===== config.mk =====
export PLATFORM = sky130hd
export DESIGN_NAME = dport_train_flat
export DESIGN_NICKNAME = d
export VERILOG_FILES = /design/src/rtl/dport_train_if.sv /design/src/rtl/dport_train.sv /design/src/flat_wrapper.sv
export SDC_FILE = /design/constraint.sdc
export NUM_CORES = 1
export LEC_CHECK = 0
export CAP_MARGIN = 20
export CELL_PAD_IN_SITES_DETAIL_PLACEMENT = 1
export CELL_PAD_IN_SITES_GLOBAL_PLACEMENT = 1
export CORE_MARGIN = 8
export CORE_UTILIZATION = 47
export DETAILED_ROUTE_END_ITERATION = 6
export PLACE_DENSITY = 0.94
export RECOVER_POWER = 25
export SLEW_MARGIN = 10
export SYNTH_ARGS = -nofsm -noshare
export SYNTH_HDL_FRONTEND = slang
export SYNTH_SLANG_ARGS = --single-unit

===== constraint.sdc =====
create_clock -name dpclk -period 6.35 [get_ports dpclk]
set_input_delay 1.27 -clock dpclk [delete_from_list [all_inputs] [get_ports dpclk]]
set_output_delay 1.27 -clock dpclk [all_outputs]
set_load 0.02 [all_outputs]

===== src/rtl/dport_train_if.sv =====
// dport_train_if: AUX-channel request/acknowledge bundle between the link-training
// sequencer (master) and the AUX transaction engine (slave).
interface dport_train_if;
  logic       aux_req;
  logic [1:0] aux_op;
  logic       aux_ack;
  logic       aux_err;
  logic [7:0] aux_rdata;

  modport master (output aux_req, aux_op, input aux_ack, aux_err, aux_rdata);
  modport slave  (input aux_req, aux_op, output aux_ack, aux_err, aux_rdata);
endinterface


===== src/rtl/dport_train.sv =====
// dport_train: two-lane DisplayPort link-training sequencer (TPS1 clock recovery, TPS2 EQ).
// Optional DPORT_LINKMON_EN: periodic lane-status poll in ACTIVE, retraining on loss.
module dport_train #(
  parameter int TRAIN_WAIT = 8100,
  parameter int MAX_TRIES  = 5,
  parameter int MON_CYC    = 65535
) (
  input  logic          dpclk,
  input  logic          reset,
  input  logic          start,
  input  logic          stop,
  dport_train_if.master aux,
  output logic [1:0]    phymode,
  output logic          busy,
  output logic          linkup,
  output logic          fail
);
  typedef enum logic [3:0] {
    S_IDLE, S_CR_SET, S_CR_WAIT, S_CR_READ, S_EQ_SET, S_EQ_WAIT, S_EQ_READ,
    S_END_SET, S_ACTIVE, S_FAIL, S_MON_READ
  } state_t;

  localparam logic [15:0] WAIT_LOAD = 16'(TRAIN_WAIT - 1);
  localparam logic [15:0] MON_LOAD  = 16'(MON_CYC - 1);
  localparam logic [2:0]  TRY_MAX   = 3'(MAX_TRIES);
  localparam logic [7:0]  CR_MASK   = 8'h11;
  localparam logic [7:0]  EQ_MASK   = 8'h77;

  state_t      state, state_nxt;
  logic [2:0]  tries, tries_nxt, tries_inc;
  logic [15:0] tmr;
  logic        stop_lat, ack, stop_eff, cr_ok, eq_ok;
  logic        req_nxt, busy_nxt, issue_nxt;
  logic [1:0]  op_nxt, mode_nxt;

  // acks that arrive with no request outstanding are dropped here
  assign ack       = aux.aux_ack & aux.aux_req;
  assign stop_eff  = stop | stop_lat;
  assign cr_ok     = (aux.aux_rdata & CR_MASK) == CR_MASK;
  assign eq_ok     = (aux.aux_rdata & EQ_MASK) == EQ_MASK;
  assign tries_inc = (tries >= TRY_MAX) ? TRY_MAX : tries + 3'd1;

  always_comb begin
    state_nxt = state;
    tries_nxt = tries;
    if (aux.aux_req) begin
      // a transaction in flight only ends on its ack; a pending stop is taken then
      if (ack) begin
        if (stop_eff) begin
          state_nxt = S_IDLE;
        end else begin
          case (state)
            S_CR_SET: begin
              if (aux.aux_err) tries_nxt = tries_inc;
              state_nxt = S_CR_WAIT;
            end
            S_EQ_SET: begin
              if (aux.aux_err) tries_nxt = tries_inc;
              state_nxt = S_EQ_WAIT;
            end
            S_CR_READ: begin
              if (!aux.aux_err && cr_ok) begin
                state_nxt = S_EQ_SET;
                tries_nxt = '0;
              end else begin
                tries_nxt = tries_inc;
                state_nxt = (tries_inc == TRY_MAX) ? S_FAIL : S_CR_WAIT;
              end
            end
            S_EQ_READ: begin
              if (!aux.aux_err && eq_ok) begin
                state_nxt = S_END_SET;
              end else if (!aux.aux_err && !cr_ok) begin
                state_nxt = S_FAIL;
              end else begin
                tries_nxt = tries_inc;
                state_nxt = (tries_inc == TRY_MAX) ? S_FAIL : S_EQ_WAIT;
              end
            end
            S_END_SET: state_nxt = S_ACTIVE;
`ifdef DPORT_LINKMON_EN
            S_MON_READ: begin
              if (aux.aux_err || !eq_ok) begin
                state_nxt = S_CR_SET;
                tries_nxt = '0;
              end else begin
                state_nxt = S_ACTIVE;
              end
            end
`endif
            default: ;
          endcase
        end
      end
    end else if (stop) begin
      state_nxt = S_IDLE;
    end else begin
      case (state)
        S_IDLE, S_FAIL: begin
          if (start) begin
            state_nxt = S_CR_SET;
            tries_nxt = '0;
          end
        end
        S_ACTIVE: begin
          if (start) begin
            state_nxt = S_CR_SET;
            tries_nxt = '0;
          end
`ifdef DPORT_LINKMON_EN
          else if (tmr == '0) begin
            state_nxt = S_MON_READ;
          end
`endif
        end
        S_CR_WAIT: if (tmr == '0) state_nxt = S_CR_READ;
        S_EQ_WAIT: if (tmr == '0) state_nxt = S_EQ_READ;
        default: ;
      endcase
    end
  end

  // output decode from the next state so registered outputs move with the state
  always_comb begin
    op_nxt    = 2'd0;
    mode_nxt  = 2'd0;
    issue_nxt = 1'b0;
    busy_nxt  = 1'b0;
    case (state_nxt)
      S_CR_SET:   begin op_nxt = 2'd1; mode_nxt = 2'd2; issue_nxt = 1'b1; busy_nxt = 1'b1; end
      S_CR_WAIT:  begin mode_nxt = 2'd2; busy_nxt = 1'b1; end
      S_CR_READ:  begin mode_nxt = 2'd2; issue_nxt = 1'b1; busy_nxt = 1'b1; end
      S_EQ_SET:   begin op_nxt = 2'd2; mode_nxt = 2'd3; issue_nxt = 1'b1; busy_nxt = 1'b1; end
      S_EQ_WAIT:  begin mode_nxt = 2'd3; busy_nxt = 1'b1; end
      S_EQ_READ:  begin mode_nxt = 2'd3; issue_nxt = 1'b1; busy_nxt = 1'b1; end
      S_END_SET:  begin op_nxt = 2'd3; mode_nxt = 2'd3; issue_nxt = 1'b1; busy_nxt = 1'b1; end
      S_ACTIVE:   mode_nxt = 2'd1;
      S_MON_READ: begin mode_nxt = 2'd1; issue_nxt = 1'b1; end
      default: ;
    endcase
    // request rises one cycle after entry and drops on the ack edge
    req_nxt = issue_nxt && (state_nxt == state);
  end

  always_ff @(posedge dpclk or posedge reset) begin
    if (reset) begin
      state       <= S_IDLE;
      tries       <= '0;
      tmr         <= '0;
      stop_lat    <= 1'b0;
      aux.aux_req <= 1'b0;
      aux.aux_op  <= 2'd0;
      phymode     <= 2'd0;
      busy        <= 1'b0;
      linkup      <= 1'b0;
      fail        <= 1'b0;
    end else begin
      state    <= state_nxt;
      tries    <= tries_nxt;
      stop_lat <= aux.aux_req & ~ack & (stop_lat | stop);
      if (state_nxt != state && (state_nxt == S_CR_WAIT || state_nxt == S_EQ_WAIT))
        tmr <= WAIT_LOAD;
      else if (state_nxt != state && state_nxt == S_ACTIVE)
        tmr <= MON_LOAD;
      else if (tmr != '0)
        tmr <= tmr - 16'd1;
      aux.aux_req <= req_nxt;
      aux.aux_op  <= op_nxt;
      phymode     <= mode_nxt;
      busy        <= busy_nxt;
      linkup      <= (state_nxt == S_ACTIVE) || (state_nxt == S_MON_READ);
      fail        <= (state_nxt == S_FAIL);
    end
  end
endmodule

===== src/flat_wrapper.sv =====
// flat-port wrapper written by rule: the top's interface ports become plain ports
module dport_train_flat 
#(
  parameter int TRAIN_WAIT = 8100,
  parameter int MAX_TRIES  = 5,
  parameter int MON_CYC    = 65535
)
  (dpclk, reset, start, stop, phymode, busy, linkup, fail, aux_aux_req, aux_aux_op, aux_aux_ack, aux_aux_err, aux_aux_rdata);
  dport_train_if aux_i ();
  input  logic dpclk;
  input  logic reset;
  input  logic start;
  input  logic stop;
  output logic [1:0] phymode;
  output logic busy;
  output logic linkup;
  output logic fail;
  output wire logic [$bits(aux_i.aux_req)-1:0] aux_aux_req;
  output wire logic [$bits(aux_i.aux_op)-1:0] aux_aux_op;
  input wire logic [$bits(aux_i.aux_ack)-1:0] aux_aux_ack;
  input wire logic [$bits(aux_i.aux_err)-1:0] aux_aux_err;
  input wire logic [$bits(aux_i.aux_rdata)-1:0] aux_aux_rdata;
  assign aux_aux_req = aux_i.aux_req;
  assign aux_aux_op = aux_i.aux_op;
  assign aux_i.aux_ack = aux_aux_ack;
  assign aux_i.aux_err = aux_aux_err;
  assign aux_i.aux_rdata = aux_aux_rdata;
  dport_train #(.TRAIN_WAIT(TRAIN_WAIT), .MAX_TRIES(MAX_TRIES), .MON_CYC(MON_CYC)) u_core (.dpclk(dpclk), .reset(reset), .start(start), .stop(stop), .aux(aux_i), .phymode(phymode), .busy(busy), .linkup(linkup), .fail(fail));
endmodule

After elaboration in Yosys (flattened, before gate mapping)
Index checks and enable logic that the tools add are counted.
{"block": "classes", "n_eq_ne": 31, "n_bitwise": 5, "muxes": 33, "n_addsub": 2, "reduce_logical": 24, "n_lt_le_gt_ge": 1}
{"cell": "2-to-1 mux 16 bit", "count": 3}
{"cell": "2-to-1 mux 4 bit", "count": 12}
{"cell": "2-to-1 mux 3 bit", "count": 11}
{"cell": "equality test 4 x 3 -> 1 bit (second input constant)", "count": 8}
{"cell": "equality test 4 bit (second input constant)", "count": 5}
{"cell": "case mux 4 bit (5 select lines)", "count": 1}
{"cell": "equality test 4 x 2 -> 1 bit (second input constant)", "count": 4}
{"cell": "zero test 16 bit", "count": 1}
{"cell": "nonzero test 16 bit", "count": 1}
{"cell": "subtractor 16 x 1 -> 16 bit (second input constant)", "count": 1}
{"cell": "case mux 2 bit (3 select lines)", "count": 2}
{"cell": "case mux 4 bit (3 select lines)", "count": 1}
{"cell": "inequality test 3 bit (second input constant)", "count": 3}
{"cell": "case mux 3 bit (3 select lines)", "count": 1}
{"cell": "AND reduction 9 bit", "count": 1}
{"cell": "equality test 4 x 1 -> 1 bit (second input constant)", "count": 2}
{"cell": "OR reduction 7 bit", "count": 1}
{"cell": "equality test 6 bit (second input constant)", "count": 1}
{"cell": "logical AND 1 bit", "count": 6}
{"cell": "OR reduction 3 bit", "count": 2}
{"cell": "OR reduction 6 bit", "count": 1}
{"cell": "equality test 4 bit", "count": 1}
{"cell": "zero test 4 bit", "count": 1}
{"cell": "inequality test 2 bit (second input constant)", "count": 2}
{"cell": "17 further kinds", "count": 24}
{"block": "word_totals", "in_bits": 14, "output_inout_bits": 8, "ff_bits": 32, "elab_cells": 106}

Longest topological paths before layout
{"block": "logic_depth", "depth_word": 14, "depth_mapped": 11, "depth_no_buf": 11}

Least setup slack after synthesis
Ideal clock, no wire load.
{"block": "synth_path", "path_kind": "input -> register", "start": "input aux_aux_err", "end": "register u_core.tmr[1]", "arrival_time_ns": 2.904, "setup_time_ns": 0.131, "setup_slack_ns": 3.315, "required_time_ns": 6.219, "stages": 9, "n_path_buf": 1, "cell_sequence": "and3b_1 nor2_1 a21oi_1 a21oi_1 or2_2 buf_2 o211a_1 o32ai_4 nand2_1"}
{"block": "synth_between", "elab_chain_cells": 12, "elab_cells_between_ends": 21, "classes_between": "4 x eq/ne; 9 x mux; 8 x reduce/logical"}
{"item": "start, declared", "line_no": "flat_wrapper.sv:21", "source": "input wire logic [$bits(aux_i.aux_err)-1:0] aux_aux_err;"}
{"item": "zero test 1 bit (*)", "line_no": "dport_train.sv:62, dport_train.sv:71, dport_train.sv:73"}
{"item": "logical AND 1 bit", "line_no": "dport_train.sv:73", "source": "end else if (!aux.aux_err && !cr_ok) begin"}
{"item": "2-to-1 mux 4 bit", "line_no": "dport_train.sv:73"}
{"item": "2-to-1 mux 4 bit", "line_no": "dport_train.sv:71", "source": "if (!aux.aux_err && eq_ok) begin"}
{"item": "case mux 4 bit (5 select lines) (*)", "line_no": "dport_train.sv:52", "source": "case (state)"}
{"item": "2-to-1 mux 4 bit (*)", "line_no": "dport_train.sv:49", "source": "if (stop_eff) begin"}
{"item": "2-to-1 mux 4 bit (*)", "line_no": "dport_train.sv:48", "source": "if (ack) begin"}
{"item": "2-to-1 mux 4 bit (*)", "line_no": "dport_train.sv:46", "source": "if (aux.aux_req) begin"}
{"item": "net u_core.state_nxt[3]", "line_no": "dport_train.sv:29", "source": "state_t state, state_nxt;"}
{"item": "inequality test 4 bit (tied with other cells)", "line_no": "dport_train.sv:161, dport_train.sv:163"}
{"item": "logical AND 1 bit or logical OR 1 bit (tied branches)", "line_no": "dport_train.sv:163, dport_train.sv:161"}
{"item": "2-to-1 mux 16 bit or logical AND 1 bit (tied branches)", "line_no": "dport_train.sv:163, dport_train.sv:161"}
{"item": "2-to-1 mux 16 bit or nonzero test 3 bit (tied branches)"}
{"item": "end signal, assigned", "line_no": "dport_train.sv:166", "source": "tmr <= tmr - 16'd1;"}
{"item": "end, declared", "line_no": "dport_train.sv:31", "source": "logic [15:0] tmr;"}
The timed path passes the listed nets; every way through them passes the cells marked *.
A chain may end at the register's enable or synchronous reset.

Final worst setup path
{"block": "layout_path", "start": "input aux_aux_err", "end": "register u_core.tmr[12]"}
{"block": "layout_between", "elab_chain_cells": 12, "elab_cells_between_ends": 21, "classes_between": "4 x eq/ne; 9 x mux; 8 x reduce/logical"}
{"item": "zero test 1 bit (*)", "line_no": "dport_train.sv:62, dport_train.sv:71, dport_train.sv:73"}
{"item": "logical AND 1 bit", "line_no": "dport_train.sv:73"}
{"item": "2-to-1 mux 4 bit", "line_no": "dport_train.sv:73"}
{"item": "2-to-1 mux 4 bit", "line_no": "dport_train.sv:71"}
{"item": "case mux 4 bit (5 select lines) (*)", "line_no": "dport_train.sv:52"}
{"item": "2-to-1 mux 4 bit (*)", "line_no": "dport_train.sv:49"}
{"item": "2-to-1 mux 4 bit (*)", "line_no": "dport_train.sv:48"}
{"item": "2-to-1 mux 4 bit (*)", "line_no": "dport_train.sv:46"}
{"item": "inequality test 4 bit (tied with other cells)", "line_no": "dport_train.sv:161, dport_train.sv:163"}
{"item": "logical AND 1 bit or logical OR 1 bit (tied branches)", "line_no": "dport_train.sv:163, dport_train.sv:161"}
{"item": "2-to-1 mux 16 bit or logical AND 1 bit (tied branches)", "line_no": "dport_train.sv:163, dport_train.sv:161"}
{"item": "2-to-1 mux 16 bit or nonzero test 3 bit (tied branches)"}
Mark *: on every way between the ends. The rest lies on a longest branch, timed or not.

==> flow_summary_export.csv <==
group,metric,value,unit
sta,setup_slack,2.750,ns
clock_network,cts_num_sinks,32,
clock_network,postCtsSetupRepairBufs,0,
clock_network,worstSkewPairLatency,0.28,ns
critical_path,reg2reg_from,"u_core.tries[0]",
pwr,total_leakage_power,0.9755,nW
detailed_routing,detail-route-antenna-nets,0,
critical_path,crit_path_max_fanout,10,
sta,post-route-period-util,56.70,%
critical_path,crit_type,"input port to flip-flop",
detailed_routing,drc_errors,0,
global_route,grt_usage,17.87,%
sta,hold_viol_final,0,
cells_and_area,antenna_cells,0,
cells_and_area,drive_above_1_share,15.87,%
sta,slew_viol_final,33,
placed_design,dp_hpwl,4145,um
pwr,p_per_area,240.2,mW/mm^2
placed_design,dp_slack,2.457,ns
detailed_routing,finalWirelength,5998,um
cells_and_area,fillers,524,
critical_path,worstPathArrival,3.74,ns
global_route,grt_max_degree,33,
clock_network,htreeDepth,2,
clock_network,cts_buffers,5,
yosys,syn_area,0.002197,mm^2
clock_network,cts_root_buf,"clkbuf_8",
detailed_routing,wl_per_cell,19.60,um
critical_path,cp_slowest_cell,"clkdlybuf4s50_1",
hold_path,worstHoldStart,"u_core.tmr[9]",
die,die_h,84.37,um
yosys,synth_edf_count,0,
sta,setup_viol,0,
pwr,internal-power,0.4286,mW
detailed_routing,drtPass1Iterations,4,
detailed_routing,route.vias.total,1854,
sta,max_clock_freq,0.2778,GHz
die,die_w,84.37,um
status,status,"finished with violations",
global_route,overflow,0,
pwr,comb_power_share,19.5,%
cells_and_area,multi_input_area,0.001284,mm^2
cells_and_area,nets,268,
detailed_routing,drtIter0Drc,87,
hold_path,min_path_cells,2,
yosys,syn_area_per_cell,9.470,um^2
yosys,synth-seq-cells,32,
pwr,p_switching,0.1751,mW
hold_path,hold_path.class,"flip-flop to flip-flop",
die,core-area,0.004629,mm^2
cells_and_area,seq_area,800.8,um^2
critical_path,r2r_end,"u_core.tmr[12]",
clock_network,clockBufferDepth,2,
yosys,syn_nets,249,
pwr,seq_power_share,44.7,%
global_route,grt_pass1_vias,2063,
die,ios,22,
clock_network,tritoncts,"yes",
sta,period_needed,3.600,ns
placed_design,port-buffer-count,19,
sta,relSlewSlack,-14.87,%
pwr,peakVddDrop,0.0001622,V
cells_and_area,fin_area,0.002514,mm^2
pwr,p_clk_share,35.7,%
clock_network,clkTransAtPathRegs,0.06,ns
critical_path,ff2ff_setup_slack,3.43,ns
sta,hold_ws,0.5228,ns
yosys,ys.flop_type,"dfrtp_1",
critical_path,worst_path_most_repeated_cell,"a21oi_1",
sta,fin_setup_tns,0,ns
clock_network,postCtsHoldBufs,0,
global_route,antenna_found_initial,0,
sta,tightest_slew,1.723,ns
yosys,yosys.cell_types.count,62,
placed_design,globalplace.congestion,0.9196,
critical_path,path_cells,"clkdlybuf4s50_1 -> and3b_1 -> nor2_1 -> a21oi_1 -> a21oi_1 -> or2_2 -> o211a_1 -> o32ai_4 -> nand2_1",
clock_network,post_cts_resized,0,
sta,skew,0.005275,ns
sta,rsz0062_at_grt,"false",
placed_design,dpl_cell_area,0.002391,mm^2
cells_and_area,area_growth_syn_to_layout,14.41,%
pwr,p_sw_share,29.00,%
job,maxCapViolations,1,
yosys,ys_seq_area_share,36.45,%
detailed_routing,via_per_inst,6.059,
critical_path,max_stage_delay,0.47,ns
yosys,synthesis.instances,232,
die,dieArea,0.007118,mm^2
hold_path,whs_endpoint,"u_core.tmr[9]",
yosys,synth-async-reset-ratio,100.0,%
die,rows,25,
global_route,grt_pass1_wl,10340,um
critical_path,cp-end-kind,"flip-flop",
die,initial_utilization,47.46,%
critical_path,worst_r2r_path_depth,9,
critical_path,startpoint_type,"input port",
critical_path,crit_required,6.49,ns
yosys,yosysWarnings,0,
status,violations,"capacitance limit, slew limit",
-- cells in the mapped netlist (3+ instances only) --
cell type / number / area (um^2)
inv_1: 9 / 33.78
a21oi_1: 22 / 110.1
o21ai_2: 3 / 26.28
nand2b_1: 3 / 18.77
buf_6: 3 / 33.78
xor2_1: 8 / 70.07
or4_1: 4 / 30.03
nor3b_1: 3 / 22.52
or2_2: 3 / 18.77
ha_1: 3 / 37.54
o211ai_1: 4 / 30.03
buf_2: 3 / 15.01
nand2_1: 17 / 63.81
nor3_1: 7 / 35.03
o21ai_0: 9 / 45.04
nand3_1: 10 / 50.05
nor2_1: 19 / 71.32
dfrtp_1: 32 / 800.8
o21ai_1: 3 / 15.01
xnor2_1: 7 / 61.31
nand3b_1: 3 / 22.52
nand4bb_1: 4 / 45.04
-- placed cells by master (no fill, tap or decap), types with 2 or more instances in the layout --
cell type	count
o31ai_1	2
mux2i_1	2
nand2_1	17
nor2_1	19
xnor2_1	7
nand4bb_1	4
a31o_2	2
nor3_1	7
o21ai_0	9
nand3b_1	3
and3b_1	2
nand2b_1	3
nor3b_1	3
a31oi_1	2
inv_2	2
inv_1	9
dfrtp_1	32
o211ai_1	4
or3_1	2
nor2_2	2
and4bb_2	2
o21ai_2	3
a21oi_1	22
or4_1	4
and2b_4	2
o21ai_1	3
xor2_1	8
nand3_1	10
clkbuf_8	7
ha_1	3
and4_1	2
nor2b_1	2
or2_2	3
clkdlybuf4s50_1	18
a21o_1	2
-- per-layer routing --
| metal | vias to the layer above | part of all wire, % | track usage (%) |
|---|---|---|---|
| met4 | 0 | 1.5 | 5.825 |
| met5 | - | 0 | 0 |
| li1 | 880 | - | - |
| met2 | 35 | 51 | 31.16 |
| met3 | 9 | 3.9 | 4.195 |
| met1 | 930 | 43 | 20.95 |
-- cells by family (layout without fill, tap and decap cells) --
kind of cell / after synthesis / in the layout / share of synthesized area (%)
and+or+nand+nor: 97 / 97 / 26.71
adders and majority gates: 3 / 3 / 1.709
muxes: 4 / 4 / 2.050
DFF: 32 / 32 / 36.45
AOI/OAI and AO/OA: 62 / 62 / 21.98
xor gates and xnor gates: 15 / 15 / 5.980
buffers and inverters: 19 / 39 / 5.125
-- sequential cells by signal, summed over array words and instances, names as in the netlist --
name / flops
u_core.tmr: 16
u_core.state: 4
u_core.aux.aux_op: 2
u_core.busy: 1
u_core.phymode: 2
u_core.tries: 3
u_core.fail: 1
u_core.aux.aux_req: 1
u_core.linkup: 1
u_core.stop_lat: 1
-- metrics by stage --
stage                     util [%]  instances  power (mW)
after floorplan                  -        232      0.3481
after global placement       51.65        298      0.3773
after detailed placement     51.65        298      0.3871
after CTS                    54.38        306      0.6076
after global routing         54.30        306      0.6297
final                        54.30        306      0.6037
-- worst max-delay path by stage --
stage,from,endpoint,slack [ns],depth (start not counted)
after floorplan,aux_aux_err,u_core.tmr[1],3.31,9
after global placement,aux_aux_err,u_core.tmr[7],2.56,9
after detailed placement,aux_aux_err,u_core.tmr[9],2.46,9
after CTS,aux_aux_err,u_core.tmr[12],2.77,10
after global routing,aux_aux_err,u_core.tmr[8],2.63,10
final,aux_aux_err,u_core.tmr[12],2.75,9
-- power by group through the flow --
stage / sequential (mW) / clock (mW) / combinational (mW)
after floorplan: 0.263 / 0 / 0.0849
after global placement: 0.268 / 0 / 0.109
after detailed placement: 0.271 / 0 / 0.116
after CTS: 0.270 / 0.219 / 0.119
after global routing: 0.275 / 0.223 / 0.131
final: 0.270 / 0.216 / 0.118
-- worst max-delay path, delay by kind of cell --
| kind | cells | cell delay [ns] |
|---|---|---|
| simple gates | 4 | 1.02 |
| compound gates | 4 | 0.98 |
| buf+inv | 1 | 0.47 |
-- final cells by class --
class	instances	area share (%)
Sequential cell	32	31.86
Inverter	11	1.643
Clock buffer	7	3.833
Clock inverter	1	1.195
Multi-Input combinational cell	181	51.07
Timing Repair Buffer	20	7.715
Tap cell	54	2.688
No activity file was read; power rests on OpenSTA's default activity.
